===== config.mk =====
export PLATFORM = sky130hd
export DESIGN_NAME = punc_mc_control_flat
export DESIGN_NICKNAME = d
export VERILOG_FILES = /design/src/rtl/punc_mc_control_if.sv /design/src/rtl/punc_mc_control.sv /design/src/flat_wrapper.sv
export SDC_FILE = /design/constraint.sdc
export NUM_CORES = 1
export LEC_CHECK = 0
export ABC_AREA = 0
export ABC_CLOCK_PERIOD_IN_PS = 3600
export BUFFER_PORTS_ARGS = -buffer_cell sky130_fd_sc_hd__buf_4
export CAP_MARGIN = 20
export CORE_MARGIN = 3
export CORE_UTILIZATION = 53
export DETAILED_ROUTE_END_ITERATION = 7
export GPL_ROUTABILITY_DRIVEN = 0
export PLACE_DENSITY = 0.85
export SLEW_MARGIN = 20
export SYNTH_ARGS = -nofsm -noshare
export SYNTH_HDL_FRONTEND = slang
export SYNTH_SLANG_ARGS = --single-unit

===== constraint.sdc =====
create_clock -name clk -period 3.6 [get_ports clk]
set_clock_uncertainty 0.1 [all_clocks]
set_input_delay 0.72 -clock clk [delete_from_list [all_inputs] [get_ports clk]]
set_output_delay 0.72 -clock clk [all_outputs]
set_load 0.02 [all_outputs]

===== src/rtl/punc_mc_control_if.sv =====
// Datapath-side bus of the PUnC multi-cycle controller: instruction/condition
// inputs from the datapath and every select/strobe that drives it.
interface punc_mc_control_if;
  logic [15:0] ir;
  logic        n, z, p;
  logic        mem_w_en;
  logic [1:0]  mem_r_addr_sel;
  logic [1:0]  mem_w_addr_sel;
  logic        mem_w_data_sel;
  logic        rf_w_en;
  logic        rf_w_addr_sel;
  logic [1:0]  rf_w_data_sel;
  logic        rf_r0_addr_sel;
  logic        rf_r1_addr_sel;
  logic        ir_ld, pc_ld, pc_clr, pc_inc;
  logic [1:0]  pc_ld_data_sel;
  logic [2:0]  alu_sel;
  logic        cond_ld, cond_ld_data_sel;
  logic        ind_reg_ld;

  modport master (
    input  ir, n, z, p,
    output mem_w_en, mem_r_addr_sel, mem_w_addr_sel, mem_w_data_sel,
           rf_w_en, rf_w_addr_sel, rf_w_data_sel, rf_r0_addr_sel, rf_r1_addr_sel,
           ir_ld, pc_ld, pc_clr, pc_inc, pc_ld_data_sel, alu_sel,
           cond_ld, cond_ld_data_sel, ind_reg_ld
  );

  modport slave (
    output ir, n, z, p,
    input  mem_w_en, mem_r_addr_sel, mem_w_addr_sel, mem_w_data_sel,
           rf_w_en, rf_w_addr_sel, rf_w_data_sel, rf_r0_addr_sel, rf_r1_addr_sel,
           ir_ld, pc_ld, pc_clr, pc_inc, pc_ld_data_sel, alu_sel,
           cond_ld, cond_ld_data_sel, ind_reg_ld
  );
endinterface


===== src/rtl/punc_mc_control.sv =====
// PUnC LC3 multi-cycle controller: fetch/decode/execute sequencing with
// configurable memory read latency, LDI/STI indirection and retire counting.
module punc_mc_control #(
  parameter int unsigned MEM_LAT = 0,
  parameter int unsigned CNT_W   = 16
) (
  input  logic                   clk,
  input  logic                   rst,
  punc_mc_control_if.master      dp,
  output logic                   halted,
  output logic                   illegal,
  output logic [CNT_W-1:0]       retired
);

  typedef enum logic [2:0] {
    S_INIT, S_FETCH, S_DECODE, S_EXEC, S_IND, S_HALT
  } state_t;

  typedef enum logic [3:0] {
    OP_BR  = 4'd0,  OP_ADD = 4'd1,  OP_LD  = 4'd2,  OP_ST   = 4'd3,
    OP_JSR = 4'd4,  OP_AND = 4'd5,  OP_LDR = 4'd6,  OP_STR  = 4'd7,
    OP_RTI = 4'd8,  OP_NOT = 4'd9,  OP_LDI = 4'd10, OP_STI  = 4'd11,
    OP_JMP = 4'd12, OP_RES = 4'd13, OP_LEA = 4'd14, OP_TRAP = 4'd15
  } op_t;

  state_t     state, state_nx;
  op_t        op;
  logic [3:0] wcnt;
  logic       last;
  logic       ret_inc, set_illegal;

  assign op   = op_t'(dp.ir[15:12]);
  assign last = (wcnt == 4'(MEM_LAT));

  // Wait counter restarts on every state change and saturates at MEM_LAT.
  always_ff @(posedge clk) begin
    if (rst) begin
      state   <= S_INIT;
      wcnt    <= '0;
      retired <= '0;
      halted  <= 1'b0;
      illegal <= 1'b0;
    end else begin
      state <= state_nx;
      if (state_nx != state) wcnt <= '0;
      else if (!last)        wcnt <= wcnt + 4'd1;
      if (ret_inc)              retired <= retired + CNT_W'(1);
      if (state_nx == S_HALT)   halted  <= 1'b1;
      if (set_illegal)          illegal <= 1'b1;
    end
  end

  always_comb begin
    state_nx            = state;
    ret_inc             = 1'b0;
    set_illegal         = 1'b0;
    dp.mem_w_en         = 1'b0;
    dp.mem_r_addr_sel   = 2'd0;
    dp.mem_w_addr_sel   = 2'd0;
    dp.mem_w_data_sel   = 1'b0;
    dp.rf_w_en          = 1'b0;
    dp.rf_w_addr_sel    = 1'b0;
    dp.rf_w_data_sel    = 2'd0;
    dp.rf_r0_addr_sel   = 1'b0;
    dp.rf_r1_addr_sel   = 1'b0;
    dp.ir_ld            = 1'b0;
    dp.pc_ld            = 1'b0;
    dp.pc_clr           = 1'b0;
    dp.pc_inc           = 1'b0;
    dp.pc_ld_data_sel   = 2'd0;
    dp.alu_sel          = 3'd0;
    dp.cond_ld          = 1'b0;
    dp.cond_ld_data_sel = 1'b0;
    dp.ind_reg_ld       = 1'b0;
    // Strobes are held off for the whole reset cycle regardless of state.
    if (!rst) begin
      case (state)
        S_INIT: begin
          dp.pc_clr = 1'b1;
          state_nx  = S_FETCH;
        end
        S_FETCH: begin
          if (last) begin
            dp.ir_ld = 1'b1;
            state_nx = S_DECODE;
          end
        end
        S_DECODE: begin
          dp.pc_inc = 1'b1;
          state_nx  = S_EXEC;
        end
        S_EXEC: begin
          state_nx = S_FETCH;
          case (op)
            OP_ADD, OP_AND: begin
              dp.rf_w_en  = 1'b1;
              dp.cond_ld  = 1'b1;
              dp.alu_sel  = {1'b0, op == OP_AND, dp.ir[5]};
            end
            OP_NOT: begin
              dp.rf_w_en = 1'b1;
              dp.cond_ld = 1'b1;
              dp.alu_sel = 3'd4;
            end
            OP_BR: begin
              dp.pc_ld = (dp.n & dp.ir[11]) | (dp.z & dp.ir[10]) | (dp.p & dp.ir[9]);
            end
            OP_JMP: begin
              dp.pc_ld          = 1'b1;
              dp.pc_ld_data_sel = 2'd1;
            end
            OP_JSR: begin
              dp.rf_w_en        = 1'b1;
              dp.rf_w_addr_sel  = 1'b1;
              dp.rf_w_data_sel  = 2'd2;
              dp.pc_ld          = 1'b1;
              dp.pc_ld_data_sel = dp.ir[11] ? 2'd2 : 2'd1;
            end
            OP_LD, OP_LDR: begin
              dp.mem_r_addr_sel   = (op == OP_LD) ? 2'd1 : 2'd2;
              dp.rf_w_data_sel    = 2'd1;
              dp.cond_ld_data_sel = 1'b1;
              if (last) begin
                dp.rf_w_en = 1'b1;
                dp.cond_ld = 1'b1;
              end else begin
                state_nx = S_EXEC;
              end
            end
            OP_LEA: begin
              dp.rf_w_en          = 1'b1;
              dp.rf_w_data_sel    = 2'd3;
              dp.cond_ld          = 1'b1;
              dp.cond_ld_data_sel = 1'b1;
            end
            OP_ST, OP_STR: begin
              dp.mem_w_en       = 1'b1;
              dp.mem_w_addr_sel = (op == OP_ST) ? 2'd1 : 2'd2;
              dp.rf_r0_addr_sel = 1'b1;
              dp.rf_r1_addr_sel = (op == OP_STR);
            end
            OP_LDI, OP_STI: begin
              dp.mem_r_addr_sel = 2'd1;
              if (last) begin
                dp.ind_reg_ld = 1'b1;
                state_nx      = S_IND;
              end else begin
                state_nx = S_EXEC;
              end
            end
            OP_TRAP: begin
              state_nx = S_HALT;
              ret_inc  = 1'b1;
            end
            OP_RTI, OP_RES: begin
              state_nx    = S_HALT;
              set_illegal = 1'b1;
            end
          endcase
          if (state_nx == S_FETCH) ret_inc = 1'b1;
        end
        S_IND: begin
          if (op == OP_LDI) begin
            dp.mem_r_addr_sel   = 2'd3;
            dp.rf_w_data_sel    = 2'd1;
            dp.cond_ld_data_sel = 1'b1;
            if (last) begin
              dp.rf_w_en = 1'b1;
              dp.cond_ld = 1'b1;
              state_nx   = S_FETCH;
              ret_inc    = 1'b1;
            end
          end else begin
            dp.mem_w_en       = 1'b1;
            dp.mem_w_addr_sel = 2'd3;
            dp.rf_r0_addr_sel = 1'b1;
            state_nx          = S_FETCH;
            ret_inc           = 1'b1;
          end
        end
        S_HALT: ;
        default: state_nx = S_INIT;
      endcase
    end
  end

endmodule


===== src/flat_wrapper.sv =====
// flat-port wrapper written by rule: the top's interface ports become plain ports
module punc_mc_control_flat 
#(
  parameter int unsigned MEM_LAT = 0,
  parameter int unsigned CNT_W   = 16
)
  (clk, rst, halted, illegal, retired, dp_ir, dp_n, dp_z, dp_p, dp_mem_w_en, dp_mem_r_addr_sel, dp_mem_w_addr_sel, dp_mem_w_data_sel, dp_rf_w_en, dp_rf_w_addr_sel, dp_rf_w_data_sel, dp_rf_r0_addr_sel, dp_rf_r1_addr_sel, dp_ir_ld, dp_pc_ld, dp_pc_clr, dp_pc_inc, dp_pc_ld_data_sel, dp_alu_sel, dp_cond_ld, dp_cond_ld_data_sel, dp_ind_reg_ld);
  punc_mc_control_if dp_i ();
  input  logic clk;
  input  logic rst;
  output logic halted;
  output logic illegal;
  output logic [CNT_W-1:0] retired;
  input wire logic [$bits(dp_i.ir)-1:0] dp_ir;
  input wire logic [$bits(dp_i.n)-1:0] dp_n;
  input wire logic [$bits(dp_i.z)-1:0] dp_z;
  input wire logic [$bits(dp_i.p)-1:0] dp_p;
  output wire logic [$bits(dp_i.mem_w_en)-1:0] dp_mem_w_en;
  output wire logic [$bits(dp_i.mem_r_addr_sel)-1:0] dp_mem_r_addr_sel;
  output wire logic [$bits(dp_i.mem_w_addr_sel)-1:0] dp_mem_w_addr_sel;
  output wire logic [$bits(dp_i.mem_w_data_sel)-1:0] dp_mem_w_data_sel;
  output wire logic [$bits(dp_i.rf_w_en)-1:0] dp_rf_w_en;
  output wire logic [$bits(dp_i.rf_w_addr_sel)-1:0] dp_rf_w_addr_sel;
  output wire logic [$bits(dp_i.rf_w_data_sel)-1:0] dp_rf_w_data_sel;
  output wire logic [$bits(dp_i.rf_r0_addr_sel)-1:0] dp_rf_r0_addr_sel;
  output wire logic [$bits(dp_i.rf_r1_addr_sel)-1:0] dp_rf_r1_addr_sel;
  output wire logic [$bits(dp_i.ir_ld)-1:0] dp_ir_ld;
  output wire logic [$bits(dp_i.pc_ld)-1:0] dp_pc_ld;
  output wire logic [$bits(dp_i.pc_clr)-1:0] dp_pc_clr;
  output wire logic [$bits(dp_i.pc_inc)-1:0] dp_pc_inc;
  output wire logic [$bits(dp_i.pc_ld_data_sel)-1:0] dp_pc_ld_data_sel;
  output wire logic [$bits(dp_i.alu_sel)-1:0] dp_alu_sel;
  output wire logic [$bits(dp_i.cond_ld)-1:0] dp_cond_ld;
  output wire logic [$bits(dp_i.cond_ld_data_sel)-1:0] dp_cond_ld_data_sel;
  output wire logic [$bits(dp_i.ind_reg_ld)-1:0] dp_ind_reg_ld;
  assign dp_i.ir = dp_ir;
  assign dp_i.n = dp_n;
  assign dp_i.z = dp_z;
  assign dp_i.p = dp_p;
  assign dp_mem_w_en = dp_i.mem_w_en;
  assign dp_mem_r_addr_sel = dp_i.mem_r_addr_sel;
  assign dp_mem_w_addr_sel = dp_i.mem_w_addr_sel;
  assign dp_mem_w_data_sel = dp_i.mem_w_data_sel;
  assign dp_rf_w_en = dp_i.rf_w_en;
  assign dp_rf_w_addr_sel = dp_i.rf_w_addr_sel;
  assign dp_rf_w_data_sel = dp_i.rf_w_data_sel;
  assign dp_rf_r0_addr_sel = dp_i.rf_r0_addr_sel;
  assign dp_rf_r1_addr_sel = dp_i.rf_r1_addr_sel;
  assign dp_ir_ld = dp_i.ir_ld;
  assign dp_pc_ld = dp_i.pc_ld;
  assign dp_pc_clr = dp_i.pc_clr;
  assign dp_pc_inc = dp_i.pc_inc;
  assign dp_pc_ld_data_sel = dp_i.pc_ld_data_sel;
  assign dp_alu_sel = dp_i.alu_sel;
  assign dp_cond_ld = dp_i.cond_ld;
  assign dp_cond_ld_data_sel = dp_i.cond_ld_data_sel;
  assign dp_ind_reg_ld = dp_i.ind_reg_ld;
  punc_mc_control #(.MEM_LAT(MEM_LAT), .CNT_W(CNT_W)) u_core (.clk(clk), .rst(rst), .dp(dp_i), .halted(halted), .illegal(illegal), .retired(retired));
endmodule

==> impl_metrics.py, run 1 <==
metrics = {
    "critical_path": {
        "critPathKind": "reg2out",
        "critPathArrivalTime_ps": 2240,
        "end_kind": "output port",
        "cp_num_buf_inv": 3,
        "crit_fanout": 6,
        "crit_slowest_cell": "nor3b_1",
        "required_ps": 2780,
        "crit_path_max_incr_delay_ps": 620,
        "crit_chain": "inv_1, ha_1, nor3b_1, buf_4, a22oi_1, o21bai_1, buf_4",
        "critical_path.most_common_cell": "buf_4",
        "crit_family": "simple AND/OR/NAND/NOR gates",
        "cp-start-kind": "flip-flop",
    },
    "logic_synthesis": {
        "synth-simple-area-share_pct": 32.02,
        "synth_ff_type": "dfxtp_1",
        "seq_area_frac_synth_pct": 29.78,
        "synth_cell_types": 57,
        "synthMuxAreaShare_pct": 1.787,
        "synthAdderAreaFrac_pct": 2.234,
        "syn_inst": 219,
        "synth_compound_area_share_pct": 23.45,
        "synth_largest_area_cell": "dfxtp_1",
        "synth_top_area_share_pct": 29.78,
        "synth-xor-area-share_pct": 3.127,
        "postSynthAreaPerCell_sq_um": 7.673,
        "async_flop_share_pct": 0,
        "synth_edf_count": 0,
        "synthTopCellsByCount": "25 x dfxtp_1, 22 x a21oi_1, 18 x nor2_1",
        "netlist_top_cells_area": "dfxtp_1 30%, a21oi_1 6.6%, nor2_1 4.0%",
        "syn_nets": 243,
        "ys_warn_count": 0,
        "synth_top_family_by_area": "simple AND/OR/NAND/NOR gates",
        "ys_ff_latch": 25,
        "yosysMostFrequentCell": "dfxtp_1",
        "synth.cell_area_sq_um": 1680,
    },
    "timing": {
        "tightest_slew_ps": 843.8,
        "finalCritPeriodShare_pct": 84.96,
        "post-route-min-period_ps": 3059,
        "final.setup.tns_ps": 0,
        "grt_setup_unrepaired": "false",
        "slew_headroom_pct": 43.48,
        "timing.fmax_mhz": 327.0,
        "hold_viol": 0,
        "setup_violations": 0,
        "slew_violations": 0,
    },
    "global_route": {
        "grt_pass1_vias": 1478,
        "antenna_found_initial": 0,
        "grt_pass1_wl_um": 6824,
        "grt-ovfl-total": 0,
        "grt_max_degree": 40,
        "grt_usage_pct": 20.47,
    },
    "hold_path": {
        "hold_path.class": "reg2reg",
    },
    "drt": {
        "wl_per_cell_um": 13.80,
        "wl_um": 4141,
        "dr.pass1.iters": 4,
        "drc": 0,
        "ant_nets": 0,
        "vias_per_cell": 5.850,
        "via_count": 1755,
        "drt_iter0_markers": 135,
    },
    "layout": {
        "seq_area_sq_um": 500.5,
        "fill_cells": 240,
        "antenna_cells": 0,
        "syn_to_final_growth_pct": 23.90,
        "drive_gt1_share_pct": 25.97,
        "finalNetCount": 283,
        "multi_input_area_sq_um": 1056,
    },
    "place": {
        "dp.final_hpwl_um": 2962,
        "numPortBuffers": 53,
    },
    "clocking": {
        "cts_tree": "done",
        "cts.sinks": 25,
        "hold_buffers": 0,
        "cts_buffers": 3,
        "path_clk_slew_ps": 160,
        "post-cts-setup-buffer-count": 0,
        "cts_max_path_buffers": 2,
        "cts_resized": 0,
        "clock_latency_ps": 330,
        "ctsHtreeMaxLevel": 1,
        "cts-root-buf": "clkbuf_4",
    },
    "die": {
        "rows": 19,
        "start_util_pct": 58.42,
        "core_sq_um": 2877,
        "io-pin-count": 63,
        "die_y_um": 62.31,
        "die-width_um": 62.31,
        "dieArea_sq_um": 3882,
    },
    "power_and_ir_drop": {
        "p_leak_nw": 0.8237,
        "power_density_nw_per_um2": 244.0,
        "total_power_uw": 507.9,
        "ir_worst_vdd_mv": 0.1785,
    },
    "flow_run": {
        "max_cap_viol_count": 0,
    },
    "run_status": {
        "status": "finished clean",
    },
}
## placed cells by master (no fill, tap or decap), drive strengths merged, types with 2 or more instances in the layout
| master | n |
|---|---|
| a21oi | 22 |
| nor3 | 4 |
| o22ai | 2 |
| inv | 10 |
| nand2 | 17 |
| o311a | 2 |
| or4 | 6 |
| nor3b | 4 |
| nor2 | 18 |
| xnor2 | 2 |
| a22oi | 2 |
| or3 | 8 |
| a211oi | 3 |
| ha | 3 |
| nand2b | 5 |
| clkbuf | 3 |
| mux2i | 3 |
| buf | 54 |
| o21ai | 9 |
| or2 | 2 |
| nand3 | 6 |
| o31ai | 7 |
| dfxtp | 25 |
| or3b | 2 |
| nor4 | 5 |
| nor2b | 3 |
| and3 | 3 |
| and4 | 2 |
| xor2 | 4 |
| nand4 | 3 |
## layout make-up
type	instances	share of cell area, %
multi-input cells	165	50.72
flip-flops and latches	25	24.04
repair buffers	54	19.47
well taps	42	2.524
inverters	10	1.803
clock buffers	3	1.082
clock inverters	1	0.3606
## per-layer routing
layer	track usage (%)	vias up	wire length (um)
met1	27.54	822	1850
met2	35.08	53	1988
met4	4.683	0	48
li1	-	876	-
met5	0	-	0
met3	2.342	4	253
## logic make-up after synthesis
kind of cell	after synthesis
multiplexers	3
AO/OA/AOI/OAI	59
other	1
buffers and inverters	29
XOR/XNOR	6
AND/OR/NAND/NOR	93
adder cells (fa/ha/maj)	3
flip-flops	25
## registers in the layout (all words and copies together) (netlist names)
| signal | flops |
|---|---|
| u_core.halted | 1 |
| u_core.illegal | 1 |
| u_core.retired | 16 |
| u_core.state | 3 |
| u_core.wcnt | 4 |
## tightest hold or removal path: stages (launching register included)
cell	delay (ps)
dfxtp_1	340
inv_1	50
o22ai_1	70
## worst paths after layout
check	cells past startpoint	startpoint	slack, ps	endpoint
hold reg to reg	2	u_core.halted	390	u_core.halted
setup reg to reg	8	u_core.wcnt[0]	740	u_core.retired[15]
setup / recovery	7	u_core.wcnt[0]	540	dp_rf_w_en
hold / removal	2	u_core.halted	390	u_core.halted
## where the power goes
part	internal, mW	leakage, nW	switching [mW]	total (mW)
sequential	0.281	0.202	0.00918	0.290
clock	0.0425	0.0139	0.0920	0.134
combinational	0.0337	0.608	0.0500	0.0837
total	0.357	0.824	0.151	0.508
## through the flow
step / hold slack (ps) / cell area [sq um] / worst slack [ps] / instances / util, %
floorplan: 361.8 / 1680 / 415.0 / 219 / -
global placement: 359.4 / 2052 / 825.1 / 296 / 71.34
detailed placement: 364.8 / 2052 / 796.7 / 296 / 71.34
CTS: 397.4 / 2082 / 558.3 / 300 / 72.38
global route: 428.3 / 2082 / 453.7 / 300 / 72.38
finish: 389.2 / 2082 / 541.5 / 300 / 72.38
Power figures use the tool's default switching activity.
==> run 2: changes to the inputs <==
- ABC_AREA: 0 -> 1
- ABC_CLOCK_PERIOD_IN_PS: 3600 -> 2870
- CORE_UTILIZATION: 53 -> 50
- PLACE_DENSITY: 0.85 -> 0.8
- clock period: 3.6 -> 2.87 ns (I/O delays scaled with it)
==> run 2 against run 1 <==
Via count up 13%. Routed wire length increased by 4.1%. Area after synthesis increased by 6.7%. Non-clock buffer count did not move. Global-route usage up 0.13 points. Cell count increased by 30%. Sequential cell count unchanged. First-iteration DRC count grew 29%. Critical path type unchanged.
==> impl_metrics.py, run 2 <==
metrics = {
    "logic_synthesis": {
        "synth_ff_type": "dfxtp_1",
        "yosysMostFrequentCell": "nand2_1",
        "ys_warn_count": 0,
        "syn_nets": 319,
        "netlist_top_cells_area": "dfxtp_1 28%, nand2_1 15%, nand3_1 9.2%",
        "async_flop_share_pct": 0,
        "synth_top_area_share_pct": 27.91,
        "synthTopCellsByCount": "71 x nand2_1, 39 x nor2_1, 38 x inv_1",
        "seq_area_frac_synth_pct": 27.91,
        "syn_inst": 295,
        "synth_edf_count": 0,
        "synth.cell_area_sq_um": 1793,
        "synth_cell_types": 32,
        "synth_largest_area_cell": "dfxtp_1",
        "ys_ff_latch": 25,
        "postSynthAreaPerCell_sq_um": 6.078,
    },
    "global_route": {
        "grt_pass1_vias": 1728,
        "grt_max_degree": 25,
        "grt_pass1_wl_um": 7238,
        "antenna_found_initial": 0,
        "grt-ovfl-total": 0,
        "grt_usage_pct": 20.60,
    },
    "die": {
        "rows": 21,
        "dieArea_sq_um": 4340,
        "core_sq_um": 3390,
        "die_y_um": 65.88,
        "die-width_um": 65.88,
        "io-pin-count": 63,
        "start_util_pct": 52.90,
    },
    "drt": {
        "ant_nets": 0,
        "wl_um": 4311,
        "drc": 0,
        "dr.pass1.iters": 4,
        "drt_iter0_markers": 174,
        "via_count": 1978,
        "wl_per_cell_um": 11.05,
        "vias_per_cell": 5.072,
    },
    "timing": {
        "worst_slack_ps": 215.7,
        "timing.fmax_mhz": 376.7,
        "post-route-min-period_ps": 2654,
        "setup_violations": 0,
        "finalCritPeriodShare_pct": 92.48,
        "final.setup.tns_ps": 0,
        "slew_violations": 0,
        "hold_viol": 0,
    },
    "flow_run": {
        "max_cap_viol_count": 0,
    },
    "critical_path": {
        "end_kind": "output port",
        "required_ps": 2200,
        "critPathKind": "reg2out",
        "reg2reg_slack_ps": 850,
        "worstRegToRegCells": 12,
        "reg2reg_to": "u_core.retired[12]",
        "critPathArrivalTime_ps": 1980,
        "timing.rr.start": "u_core.wcnt[0]",
        "crit_fanout": 9,
        "cp-start-kind": "flip-flop",
    },
    "layout": {
        "final_cell_mix": "70 x nand2_1, 54 x buf_4, 39 x nor2_1",
        "drive_gt1_share_pct": 20.93,
        "largestRegisters": "u_core.retired x16, u_core.wcnt x4, u_core.state x3",
        "regMostFlops": "u_core.retired",
        "largest_reg_flops": 16,
        "antenna_cells": 0,
        "syn_to_final_growth_pct": 24.49,
        "final_common_cell": "nand2_1",
        "finalNetCount": 369,
        "fin_util_pct": 65.85,
    },
    "place": {
        "dp.final_hpwl_um": 3409,
        "numPortBuffers": 53,
        "dpl_worst_slack_ps": 470.1,
    },
    "clocking": {
        "cts.sinks": 25,
        "cts_resized": 0,
        "cts_max_path_buffers": 2,
        "hold_buffers": 0,
        "path_clk_slew_ps": 130,
        "cts-root-buf": "clkbuf_4",
        "clock_latency_ps": 330,
        "cts_tree": "done",
        "post-cts-setup-buffer-count": 0,
        "cts_buffers": 3,
        "ctsHtreeMaxLevel": 1,
    },
    "power_and_ir_drop": {
        "power_density_nw_per_um2": 417.8,
        "ir_worst_vdd_mv": 0.3527,
        "total_power_uw": 932.7,
        "p_leak_nw": 1.053,
    },
    "run_status": {
        "status": "finished clean",
    },
    "hold_path": {
        "min_from": "u_core.halted",
        "min_to": "u_core.halted",
        "hold_depth": 2,
        "hold_path.class": "reg2reg",
    },
}
[run 2: cell count changes in the layout (fill, tap and decap cells not counted), sizes merged, moves of 4 or more]
cell	delta
or3	-8
nor3b	-4
nand2b	-5
nor4	-4
or4	-6
nand2	+57
nor3	+8
nor2	+24
nand3	+28
o31ai	-4
inv	+32
[run 2: critical path, cell delays in order, from the launching register on]
cell	delay, ps
dfxtp_1	420
inv_2	80
nor2_1	160
nand2_2	140
nor2_4	130
inv_2	90
nor3_1	140
inv_1	100
nor2_2	100
inv_1	70
o21ai_0	70
buf_4	160
[run 2: routing by layer]
layer | part of all wire (%) | track usage [%] | vias to the layer above | wire length [um]
met5 | 0 | 0 | - | 0
met4 | 0.53 | 3.109 | 0 | 23
met3 | 6.3 | 3.571 | 2 | 273
met2 | 46 | 35.54 | 54 | 1975
met1 | 47 | 27.16 | 875 | 2039
li1 | - | - | 1047 | -
[run 2: cells by family (layout without fill, tap and decap cells)]
group	Yosys count	after routing	synth area share (%)
xor gates and xnor gates	9	9	4.397
buffers and inverters	51	100	12.21
DFF	25	25	27.91
other	1	1	0.2092
adders and majority gates	3	3	2.094
and+or+nand+nor	168	168	40.96
AOI/OAI and AO/OA	38	38	12.21
[run 2: cell type report]
| cell class | instances | area (sq um) |
|---|---|---|
| clock inverters | 1 | 7.507 |
| flip-flops and latches | 25 | 500.5 |
| well taps | 46 | 57.56 |
| inverters | 42 | 157.7 |
| fillers | 324 | 1157 |
| clock buffers | 3 | 22.52 |
| multi-input cells | 219 | 1081 |
| repair buffers | 54 | 405.4 |
[run 2: worst max path at each step]
stage / cells after the start / slack [ps] / to / start
3_5_place_dp: 9 / 470 / dp_rf_w_en / dp_ir[14]
3_3_place_gp: 9 / 440 / dp_rf_w_en / dp_ir[14]
2_1_floorplan: 7 / 440 / dp_rf_r0_addr_sel / dp_ir[13]
6_report: 11 / 220 / dp_rf_w_en / u_core.state[1]
4_1_cts: 11 / 160 / dp_rf_w_en / u_core.state[1]
5_1_grt: 11 / -30 / dp_pc_ld_data_sel[1] / u_core.state[1]
[run 2: per-stage QoR]
stage | instance area (sq um) | hold WS, ps | std cells
6_report | 2232 | 369.2 | 390
5_1_grt | 2232 | 401.3 | 390
3_3_place_gp | 2195 | 342.3 | 386
3_5_place_dp | 2195 | 347.4 | 386
2_1_floorplan | 1793 | 394.9 | 295
4_1_cts | 2225 | 374.3 | 390
[run 2: power breakdown]
part / total, mW / switching [mW] / internal, mW
Combinational: 0.362 / 0.242 / 0.120
Sequential: 0.407 / 0.0321 / 0.375
Clock: 0.163 / 0.110 / 0.0533
==> run 3: changes to the inputs <==
- ABC_CLOCK_PERIOD_IN_PS: 2870 -> not set
- CELL_PAD_IN_SITES_DETAIL_PLACEMENT: not set -> 1
- CELL_PAD_IN_SITES_GLOBAL_PLACEMENT: not set -> 1
- CORE_UTILIZATION: 50 -> 33
- PLACE_DENSITY: 0.8 -> not set
- PLACE_DENSITY_LB_ADDON: not set -> 0.1
==> run 3 against run 2 <==
Critical path depth is the same. First-iteration DRC count fell by 46%. Clock-buffer cell count unchanged. Utilization down 22 points. Combinational power is 4% higher. Total power grew 7.9%. Largest cell class unchanged. Fmax up 1.5%. Sequential cell count is the same.
==> impl_metrics.py, run 3 (synthesis gave the netlist of run 2 again) <==
metrics = {
    "timing": {
        "post-route-min-period_ps": 2614,
        "slew_violations": 0,
        "finalCritPeriodShare_pct": 91.09,
        "grt_setup_unrepaired": "false",
        "hold_viol": 0,
        "timing.fmax_mhz": 382.5,
        "final.setup.tns_ps": 0,
        "setup_violations": 0,
    },
    "drt": {
        "drt_iter0_markers": 94,
        "ant_nets": 0,
        "vias_per_cell": 4.925,
        "drc": 0,
        "highest_layer": "met4",
        "wl_per_cell_um": 13.36,
        "wl_um": 5544,
        "route.met3.wl_um": 273,
        "wl_met1_um": 2737,
        "dr.pass1.iters": 4,
        "dr_wl_met2_um": 2516,
        "via_count": 2044,
    },
    "power_and_ir_drop": {
        "p_leak_nw": 1.065,
        "ir_worst_vdd_mv": 0.4252,
        "power_density_nw_per_um2": 439.5,
    },
    "global_route": {
        "grt-ovfl-total": 0,
        "grt_pass1_wl_um": 9404,
        "antenna_found_initial": 0,
        "grt_usage_pct": 18.14,
        "grt_max_degree": 24,
        "grt_pass1_vias": 2025,
    },
    "place": {
        "numPortBuffers": 53,
        "dp.final_hpwl_um": 4373,
        "dp_cells": 411,
    },
    "critical_path": {
        "end_kind": "output port",
        "crit_fanout": 9,
        "required_ps": 2200,
        "crit_start": "u_core.state[1]",
        "critPathArrivalTime_ps": 1940,
        "critPathKind": "reg2out",
        "timing.rr.start": "u_core.wcnt[0]",
        "cp-start-kind": "flip-flop",
    },
    "layout": {
        "seq_area_sq_um": 501.7,
        "final_cell_mix": "70 x nand2_1, 55 x buf_4, 39 x nor2_1",
        "finalNetCount": 370,
        "largest_reg_flops": 16,
        "fill_cells": 713,
        "syn_to_final_growth_pct": 27.70,
        "multi_input_area_sq_um": 1081,
        "antenna_cells": 0,
        "final_common_cell": "nand2_1",
        "largestRegisters": "u_core.retired x16, u_core.wcnt x4, u_core.state x3",
        "final_cell_count_no_fill": 415,
        "drive_gt1_share_pct": 21.45,
        "regMostFlops": "u_core.retired",
    },
    "clocking": {
        "cts_buffers": 3,
        "ctsHtreeMaxLevel": 1,
        "clock_latency_ps": 270,
        "cts_tree": "done",
        "cts.sinks": 25,
        "cts_max_path_buffers": 2,
        "post-cts-setup-buffer-count": 0,
        "cts-root-buf": "clkbuf_8",
        "path_clk_slew_ps": 90,
    },
    "hold_path": {
        "hold_path.class": "reg2reg",
        "min_from": "u_core.illegal",
    },
    "die": {
        "core_sq_um": 5172,
        "io-pin-count": 63,
        "die_y_um": 79.71,
        "dieArea_sq_um": 6354,
        "rows": 26,
        "start_util_pct": 34.66,
        "die-width_um": 79.71,
    },
    "run_status": {
        "status": "finished clean",
    },
    "flow_run": {
        "max_cap_viol_count": 0,
    },
}
==> run 3: cell count changes in the layout (fill, tap and decap cells not counted), sizes merged <==
cell / before / now
buf: 54 / 55
==> run 3: through the flow <==
step / total power [mW] / utilization [%] / area [sq um] / worst slack (ps) / hold WS (ps)
6_report: 1.006 / 44.27 / 2290 / 255.7 / 370.4
3_5_place_dp: 0.7935 / 43.15 / 2232 / 275.7 / 357.5
2_1_floorplan: 0.6850 / - / 1793 / 440.5 / 394.9
3_3_place_gp: 0.7818 / 43.15 / 2232 / 373.9 / 344.1
4_1_cts: 1.019 / 44.10 / 2281 / 58.67 / 380.8
5_1_grt: 1.101 / 44.27 / 2290 / 35.76 / 400.5
==> run 3: power by group <==
part	internal (mW)	total, mW	switching [mW]
clock network	0.0986	0.221	0.122
registers	0.376	0.409	0.0330
logic	0.122	0.377	0.255
==> run 3: final timing paths <==
check,cells past startpoint,end,slack (ps)
setup / recovery,11,dp_rf_w_en,260
hold / removal,2,u_core.illegal,370
hold reg to reg,2,u_core.illegal,370
setup reg to reg,12,u_core.retired[9],780
==> run 3: layout make-up <==
cell class                      count  share of cell area [%]
Clock inverter                      1                  0.3279
Sequential cell                    25                   21.91
Tap cell                           70                   3.825
Clock buffer                        3                   1.803
Timing Repair Buffer               55                   18.03
Multi-Input combinational cell    219                   47.21
Inverter                           42                   6.885
==> run 3: what timing repair did <==
item | CTS | global route
setup endpoints to repair | 0 | 4
hold buffers | 0 | 0
hold endpoints to repair | 0 | 0
gates resized for setup | 0 | 3
==> run 3: metal layers <==
metal	vias to the layer above	track usage, %
li1	1046	-
met1	953	24.37
met2	43	30.80
met3	2	3.273
met4	0	2.577
met5	-	0
==> run 3: worst max-delay path: stages, from the launching register on <==
cell	delay [ps]
dfxtp_2	370
inv_2	60
nor2_1	150
nand2_2	140
nor2_4	150
inv_2	100
nor3_1	130
inv_1	100
nor2_2	110
inv_1	70
o21ai_0	90
buf_4	180
